===== config.mk =====
export PLATFORM = sky130hd
export DESIGN_NAME = apmu_ibex_regfile_dump
export DESIGN_NICKNAME = d
export VERILOG_FILES = /design/src/rtl/apmu_ibex_regfile_dump_pkg.sv /design/src/rtl/apmu_ibex_regfile_dump.sv
export SDC_FILE = /design/constraint.sdc
export NUM_CORES = 1
export LEC_CHECK = 0
export CAP_MARGIN = 20
export CORE_ASPECT_RATIO = 1.4
export CORE_MARGIN = 4
export CORE_UTILIZATION = 42
export DETAILED_ROUTE_END_ITERATION = 7
export PLACE_DENSITY = 0.79
export REMOVE_ABC_BUFFERS = 1
export SYNTH_ARGS = -nofsm -noshare
export SYNTH_HDL_FRONTEND = slang
export SYNTH_SLANG_ARGS = --single-unit
export TNS_END_PERCENT = 10

===== constraint.sdc =====
create_clock -name clk_i -period 2.4 [get_ports clk_i]
set_input_delay 0.72 -clock clk_i [delete_from_list [all_inputs] [get_ports clk_i]]
set_output_delay 0.72 -clock clk_i [all_outputs]
set_load 0.01 [all_outputs]

===== src/rtl/apmu_ibex_regfile_dump_pkg.sv =====
// Shared types for the APMU register-file dump path.
// Latency: n/a (types and constants only).
// Backpressure: n/a.
package apmu_pkg;

    // Dump sequencer states.
    typedef enum logic [1:0] {
        ST_IDLE  = 2'd0,
        ST_READ  = 2'd1,
        ST_DRAIN = 2'd2,
        ST_DONE  = 2'd3
    } dump_state_e;

    // Register index width of the Ibex register file (x0..x31).
    localparam int unsigned RegAddrW = 5;

    // Native Ibex register width, used by consumers of the beat stream.
    localparam int unsigned RegDataW = 32;

    // One streamed (index, value) pair at the native register width.
    typedef struct packed {
        logic [RegAddrW-1:0] addr;
        logic [RegDataW-1:0] data;
    } beat_t;

endpackage


===== src/rtl/apmu_ibex_regfile_dump.sv =====
// Walks every architectural register through one borrowed async read port and streams (index, value) beats.
// Latency: beat valid one cycle after the granted read; 1 beat/cycle with continuous grant and ready.
// Backpressure: single output register; read only captured when the slot is empty or being accepted, beat held while !ready.
//
// Ports:
//   clk_i, rst_ni                  clock, async active-low reset
//   dump_req_i, abort_i            start (IDLE only) / cancel without done pulse
//   dump_busy_o, dump_done_o       not-IDLE flag, one-cycle completion pulse
//   rf_req_o, rf_gnt_i             read-port request/grant handshake
//   rf_raddr_o, rf_rdata_i         read address, same-cycle read data
//   dump_valid_o, dump_ready_i     output beat handshake
//   dump_addr_o, dump_data_o       beat payload
module apmu_ibex_regfile_dump
    import apmu_pkg::*;
#(
    parameter bit          RV32E     = 1'b0,
    parameter int unsigned DataWidth = 32,
    parameter bit          SkipZero  = 1'b1
) (
    input  logic                 clk_i,
    input  logic                 rst_ni,
    input  logic                 dump_req_i,
    input  logic                 abort_i,
    output logic                 dump_busy_o,
    output logic                 dump_done_o,
    output logic                 rf_req_o,
    input  logic                 rf_gnt_i,
    output logic [RegAddrW-1:0]  rf_raddr_o,
    input  logic [DataWidth-1:0] rf_rdata_i,
    output logic                 dump_valid_o,
    input  logic                 dump_ready_i,
    output logic [RegAddrW-1:0]  dump_addr_o,
    output logic [DataWidth-1:0] dump_data_o
);

    // Beat layout sized by the instance data width.
    typedef struct packed {
        logic [RegAddrW-1:0]  addr;
        logic [DataWidth-1:0] data;
    } beat_w_t;

    localparam logic [RegAddrW-1:0] FirstIdx = SkipZero ? 5'd1 : 5'd0;
    localparam logic [RegAddrW-1:0] LastIdx  = RV32E ? 5'd15 : 5'd31;

    dump_state_e         state_q, state_d;
    logic [RegAddrW-1:0] cnt_q;
    beat_w_t             beat_q;
    logic                vld_q;
    logic                abort_act;
    logic                capture;

    assign abort_act = abort_i && (state_q != ST_IDLE);

    // A read is only taken when the output slot is free or drains this cycle,
    // so a beat can never be overwritten before it is accepted.
    assign capture = (state_q == ST_READ) && rf_gnt_i
                     && (!vld_q || dump_ready_i) && !abort_i;

    // State register
    always_ff @(posedge clk_i or negedge rst_ni) begin
        if (!rst_ni) begin
            state_q <= ST_IDLE;
        end else begin
            state_q <= state_d;
        end
    end

    // Next-state logic; abort overrides every other transition.
    always_comb begin
        state_d = state_q;
        unique case (state_q)
            ST_IDLE:  if (dump_req_i) state_d = ST_READ;
            ST_READ:  if (capture && (cnt_q == LastIdx)) state_d = ST_DRAIN;
            ST_DRAIN: if (vld_q && dump_ready_i) state_d = ST_DONE;
            ST_DONE:  state_d = ST_IDLE;
            default:  state_d = ST_IDLE;
        endcase
        if (abort_act) begin
            state_d = ST_IDLE;
        end
    end

    // State-decoded outputs
    always_comb begin
        dump_busy_o = (state_q != ST_IDLE);
        dump_done_o = (state_q == ST_DONE);
        rf_req_o    = (state_q == ST_READ);
        rf_raddr_o  = (state_q == ST_READ) ? cnt_q : '0;
    end

    // Address counter: loads the first index on start, advances per capture and
    // stops at the last index instead of wrapping.
    always_ff @(posedge clk_i or negedge rst_ni) begin
        if (!rst_ni) begin
            cnt_q <= '0;
        end else if ((state_q == ST_IDLE) && dump_req_i) begin
            cnt_q <= FirstIdx;
        end else if (capture && (cnt_q != LastIdx)) begin
            cnt_q <= cnt_q + 5'd1;
        end
    end

    // Single-entry output register. Payload only changes on capture, so it is
    // stable while a beat waits for ready.
    always_ff @(posedge clk_i or negedge rst_ni) begin
        if (!rst_ni) begin
            vld_q  <= 1'b0;
            beat_q <= '0;
        end else if (abort_act) begin
            vld_q <= 1'b0;
        end else if (capture) begin
            vld_q       <= 1'b1;
            beat_q.addr <= cnt_q;
            beat_q.data <= rf_rdata_i;
        end else if (vld_q && dump_ready_i) begin
            vld_q <= 1'b0;
        end
    end

    assign dump_valid_o = vld_q;
    assign dump_addr_o  = beat_q.addr;
    assign dump_data_o  = beat_q.data;

endmodule


; ---- Word level (Yosys, flattened, before mapping)
; Index checks and enable logic that the tools add are counted.
; Widths: inputs -> output; s select.
[word_totals]
output_inout_bits = 46
regBits = 45
wordCells = 43
inputBits = 38
[op_classes]
n_mux = 11
n_eq_ne = 8
add_sub_neg = 1
n_reduce_logical = 17
bitwise = 1
[op_table]
columns = op, n
row1 = $mux 5, 3
row2 = $logic_and 1x1->1, 8
row3 = $mux 2, 4
row4 = $pmux 2 s4, 1
row5 = $ne 3x3->1 const B, 2
row6 = $add 5x1->5 const B, 1
row7 = $eq 5x5->1 const B, 1
row8 = $ne 5x5->1 const B, 1
row9 = $eq 2x2->1 const B, 2
row10 = $reduce_bool 2->1, 2
row11 = $mux 1, 3
row12 = $ne 3x1->1 const B, 1
row13 = $reduce_and 3->1, 1
row14 = $reduce_bool 3->1, 1
row15 = $eq 2x1->1 const B, 1
row16 = $logic_not 1->1, 2
row17 = $logic_not 2->1, 1
row18 = $reduce_and 2->1, 1
row19 = $logic_or 1x1->1, 1
row20 = $not 1->1, 1

; ---- Longest topological paths before layout
[logic_depth]
word_depth = 8
depth_mapped = 7
ltp_nobuf = 6

; ---- Worst setup path before layout
; Ideal clock, no wire load.
[synth_path]
kind = register -> register
startpoint = reg cnt_q[0]
endpoint = reg cnt_q[2]
n_path_buf = 1
arrival_time_ps = 1599
setup_ps = 120
stages_incl_launch_ff = 8
synth_period_minus_slack_ps = 1719
path_slack_ps = 681
required_time_ps = 2280
path_cell_list = dfrtp_1 ha_1 and3_1 ha_1 and4b_1 buf_4 a21oi_1 a31o_2
[synth_between]
elab_chain_len = 3
word_cells_on_any_way = 6
cone_classes = add/sub (1) / eq/ne (1) / mux (2) / reduce/logical (2)
[synth_lines]
columns = element, line_no
row1 = from (decl), apmu_ibex_regfile_dump.sv:46  ; logic [RegAddrW-1:0] cnt_q;
row2 = from (signal assigned), apmu_ibex_regfile_dump.sv:97  ; cnt_q <= FirstIdx;
row3 = from (signal assigned), apmu_ibex_regfile_dump.sv:99  ; cnt_q <= cnt_q + 5'd1;
row4 = $add 5x1->5 or $ne 5x5->1 (tied branches), "apmu_ibex_regfile_dump.sv:99, apmu_ibex_regfile_dump.sv:98"
row5 = $mux 5 or $logic_and 1x1->1 (tied branches), apmu_ibex_regfile_dump.sv:98  ; end else if (capture && (cnt_q != LastIdx)) begin
row6 = $mux 5 or $reduce_bool 2->1 (tied branches), n/a
; Parallel ways exist; a longest one is shown, timed or not. The select of a mux whose other input is x is not followed.
; A chain may end at the register's enable or synchronous reset.

; ---- Worst setup path after layout
[layout_path]
startpoint = reg state_q[1]
endpoint = out rf_raddr_o[0]
[layout_between]
elab_chain_len = 2
[layout_lines]
columns = element, line_no
row1 = from (decl), apmu_ibex_regfile_dump.sv:45  ; dump_state_e state_q, state_d;
row2 = from (signal assigned), apmu_ibex_regfile_dump.sv:64  ; state_q <= state_d;
row3 = $eq 2x1->1, apmu_ibex_regfile_dump.sv:88  ; rf_raddr_o = (state_q == ST_READ) ? cnt_q : '0;
row4 = $mux 5, apmu_ibex_regfile_dump.sv:88
row5 = to (decl), apmu_ibex_regfile_dump.sv:28  ; output logic [RegAddrW-1:0] rf_raddr_o,
; No other way between the ends.

==> summary.md <==
Broken down by cell family, the worst path's largest delay share belongs to buffers and inverters. Once detail routing completed, the nets flagged for antenna violations numbered 0. The path type of the worst min-delay path was in2async. Once placement finished, the instance area stood at 0.00291 sq mm. By startpoint and endpoint, the worst setup path is classified as reg2out. The number of hold buffers added after CTS was 0. The cell count after synthesis was 135. During synthesis, Yosys emitted a total of 0 warnings.

The tools report the launch instance of the worst register-to-register path as cnt_q[0]. The die area came out at 0.00595 sq mm. The most used flip-flop cell after synthesis was sky130_fd_sc_hd__dfrtp_1. In this run the tool buffered the top-level ports with 83 buffer cells. For flop-to-flop paths, the worst setup slack is 0.49 ns.

84 I/O pins were placed. The placed wire-length estimate was 3360 um; the part of the cycle the worst path needs was 0.976. Counting cells, the worst reg-to-reg path comes to 6. Prior to clock tree synthesis, the placed netlist has a worst setup slack of 0.140 ns. Dividing the detail-routed via count by the number of cells gives 4.66. The final-layout worst hold slack is 0.486 ns.

The synthesized area divided by synthesized cell count came out at 14.8 sq um. Leakage power figure: 0.00143 uW. Summed over all layers, the global routing overflow is 0. The post-synthesis register bit count is 45. For the final count of hold timing violations, the log shows 0.

The share of final-layout standard cells stronger than drive strength 1 works out to 0.265. For the max-slew violation count, the log shows 0. After clock tree synthesis, the clock-pin slew on the worst setup and hold paths is 0.09 ns. In the synthesized netlist, the cells that appear most often are sky130_fd_sc_hd__dfrtp_1, sky130_fd_sc_hd__mux2_4, sky130_fd_sc_hd__mux2_2. Counting the fill cells in the layout gives 363. The tools report the arrival time of data at the critical path endpoint as 1.62 ns. The multi-input combinational cells in the finished layout cover a total of 828 sq um. The logs give 0.438 for the initial standard-cell utilization of the core and 29 for the number of unique standard cell types used by synthesis. The total routing resource utilization after global routing is 0.163. Entering global routing, the biggest net connects 46 pins. The run finished with clean final reports. The logs give 0 for the number of antenna violations at the first check in global routing and 1401 for the number of global-route vias before repair. The final layout contains 273 nets. For the sequential cell area, the log shows 0.00113 sq mm. The routed design could run at a clock period as short as 2.34 ns. IR analysis of the VDD net gives a maximum drop of 0.000614 V. The proportion of register bits with asynchronous set or reset after synthesis is 1.00. Routability-driven placement finished with a final weighted congestion of 0.870. For this design, the slowest cell found on the critical path is sky130_fd_sc_hd__clkdlybuf4s50_1.

The number of synthesized flops with an enable pin came out at 0. In this run the critical register-to-register path is captured at cnt_q[2]. Internal power comes to 2360 uW. Dividing total power by cell area gives a power density of 1120 mW/mm^2.

For this block, the routed nets add up to 4530 um of wire. For this block, the initial DRC count from the detailed router was 13. TritonCTS created 5 clock buffers. The chip height is 89.7 um. TritonCTS built the clock tree. Counting every sink on the clock net gives 45. The biggest area contributor in the post-synthesis netlist is sky130_fd_sc_hd__dfrtp_1. The buffers plus inverters on the worst setup path is 2. The tools report the sequential-to-total area share from yosys stat as 0.562. At the pin with the least slew margin, the transition time is 0.566 ns. Relative to the synthesized area, the layout overhead comes to 51.4%.

Combinational cell fraction of total power: 0.497. For the total via count in the routed design, the log shows 1361. The first global-routing pass estimated 7380 um of wire. The top-area cell type share of the netlist area works out to 0.562. On the final layout, the worst clock skew is 0.00882 ns. The clock passes through at most 2 buffers.

Relative slew slack: 0.622. The run gives 0.0580 ns as the smallest setup slack after layout. The repair_antennas step left the layout with diodes totalling 0. The floorplan step set the die width to 66.4 um. At the worst endpoint, the required time is 1.68 ns. The floorplan core area was 0.00457 sq mm. After routing the design area is 0.00303 sq mm. After detailed routing, the average wire length per cell comes to 15.5 um. sky130_fd_sc_hd__dfrtp_1 is the most common cell in the netlist. For this run, the slowest stage of the critical path takes 0.52 ns. By area the synthesized netlist is led by sky130_fd_sc_hd__dfrtp_1, sky130_fd_sc_hd__mux2_4, sky130_fd_sc_hd__mux2_2, sky130_fd_sc_hd__ha_1, sky130_fd_sc_hd__buf_6. The tools report the number of standard-cell rows in the floorplan as 29. Along the worst path, the maximum fanout reaches 8. The switching power share of the total is 0.307. In this run the number of H-tree levels came out at 2. STA classifies the critical path endpoint as a primary output. For this run, design rule violations remaining after detail routing come to 0. Traced cell by cell, the critical path runs through inv_2, ha_4, and2_1, clkdlybuf4s50_1. The analysis attributes to net switching a power of 1050 uW. Summing every instance area after synthesis gives 0.00200 sq mm. The logs give 0.131 for the fraction of power consumed by the clock network and 0.427 GHz for the top achievable clock speed.

The later pin in the worst-skew pair is clocked with a latency of 0.29 ns. For the proportion of power drawn by flip-flops and latches, the log shows 0.372. The tools report the category of the worst setup path launch point as a register. Setup violations remaining at the end of the flow were counted as 0. The tool flagged a number of max-cap violations equal to 0. The cell sitting at the root of the clock tree is a sky130_fd_sc_hd__clkbuf_8.

The number of iterations in the first detailed-routing pass came out at 4.
power groups by stage:
| stage | logic (uW) | registers, uW | clock network (uW) |
|---|---|---|---|
| 6_report | 1690 | 1270 | 444 |
| 5_1_grt | 1820 | 1310 | 498 |
| 4_1_cts | 1670 | 1270 | 464 |
| 3_5_place_dp | 1660 | 1280 | 0 |
| 3_3_place_gp | 1630 | 1260 | 0 |
| 2_1_floorplan | 629 | 1400 | 0 |
metal layers:
metal	up-vias	GRT usage	wire, um
met5	-	0	0
met2	31	0.275	2500
li1	655	-	-
met1	668	0.200	1800
met3	7	0.0424	163
met4	0	0.0475	67
cell families (layout without fill, tap and decap cells):
logic type / count (synthesis) / count (layout) / synth area share
xor+xnor: 1 / 1 / 0.00437
buf+inv: 9 / 104 / 0.0306
flops: 45 / 45 / 0.562
compound gates: 13 / 13 / 0.0425
mux: 40 / 40 / 0.259
fa+ha+maj: 6 / 6 / 0.0375
simple gates: 21 / 21 / 0.0643
repair_timing:
item                       CTS  global route
gates cloned                 0             0
resized for setup            7             1
buffers inserted             0             4
setup endpoints to repair    6             2
cell usage in the layout, fill, tap and decap left out:
master and n:
sky130_fd_sc_hd__dlygate4sd2_1 4, sky130_fd_sc_hd__nor2b_4 1, sky130_fd_sc_hd__o211ai_1 1, sky130_fd_sc_hd__clkbuf_1 1, sky130_fd_sc_hd__and2_1 5, sky130_fd_sc_hd__a21oi_1 5, sky130_fd_sc_hd__ha_4 1, sky130_fd_sc_hd__xnor2_1 1
sky130_fd_sc_hd__nand2b_2 1, sky130_fd_sc_hd__dfrtp_1 45, sky130_fd_sc_hd__ha_1 5, sky130_fd_sc_hd__dlymetal6s2s_1 1, sky130_fd_sc_hd__nand3_1 2, sky130_fd_sc_hd__a21bo_2 1, sky130_fd_sc_hd__and3_1 1, sky130_fd_sc_hd__clkbuf_8 5
sky130_fd_sc_hd__buf_12 1, sky130_fd_sc_hd__and4b_1 1, sky130_fd_sc_hd__mux2i_1 3, sky130_fd_sc_hd__mux2_4 19, sky130_fd_sc_hd__o21ai_0 1, sky130_fd_sc_hd__nand2_1 7, sky130_fd_sc_hd__inv_2 1, sky130_fd_sc_hd__o31ai_1 1
sky130_fd_sc_hd__a21boi_0 1, sky130_fd_sc_hd__a31o_2 1, sky130_fd_sc_hd__nand2b_1 1, sky130_fd_sc_hd__inv_1 3, sky130_fd_sc_hd__buf_4 8, sky130_fd_sc_hd__nand4_1 1, sky130_fd_sc_hd__a31oi_1 1, sky130_fd_sc_hd__buf_2 1
sky130_fd_sc_hd__mux2_2 18, sky130_fd_sc_hd__nand3_2 1, sky130_fd_sc_hd__clkinv_2 2, sky130_fd_sc_hd__clkdlybuf4s50_1 77, sky130_fd_sc_hd__a21o_1 1
worst reg2reg max path, delay by kind of cell, from the launching register on:
kind / cells / cell delay, ns
AOI/OAI and AO/OA: 2 / 0.32
adders and majority gates: 2 / 0.44
DFF: 1 / 0.44
and+or+nand+nor: 2 / 0.60
worst max-delay path by stage:
stage | slack (ns) | cells after the start | to | startpoint
after floorplan | 0.21 | 3 | dump_addr_o[0] | rf_gnt_i
after global placement | 0.17 | 4 | rf_raddr_o[4] | state_q[1]
after detailed placement | 0.14 | 4 | rf_raddr_o[4] | state_q[1]
after CTS | 0.008 | 4 | rf_raddr_o[0] | state_q[1]
after global routing | -0.02 | 4 | rf_raddr_o[0] | state_q[1]
final | 0.06 | 4 | rf_raddr_o[0] | state_q[1]
layout make-up:
type,count,share of cell area
clock buffers,6,0.0239
clock inverters,2,0.00330
inverters,4,0.00495
multi-input cells,81,0.273
flip-flops and latches,45,0.371
well taps,62,0.0256
repair buffers,92,0.298
flip-flops by register name (all words and copies together), names as in the netlist:
| register | flops |
|---|---|
| dump_valid_o | 1 |
| dump_addr_o | 5 |
| cnt_q | 5 |
| dump_data_o | 32 |
| state_q | 2 |
metrics by stage:
step                      cells  utilization  setup TNS, ns  total power (uW)
after global placement      280        0.637              0              2890
after detailed placement    280        0.637              0              2940
after floorplan             130            -              0              2030
final                       292        0.663              0              3400
after CTS                   288        0.656              0              3400
after global routing        292        0.663        -0.0168              3630
Power figures use the tool's default switching activity.
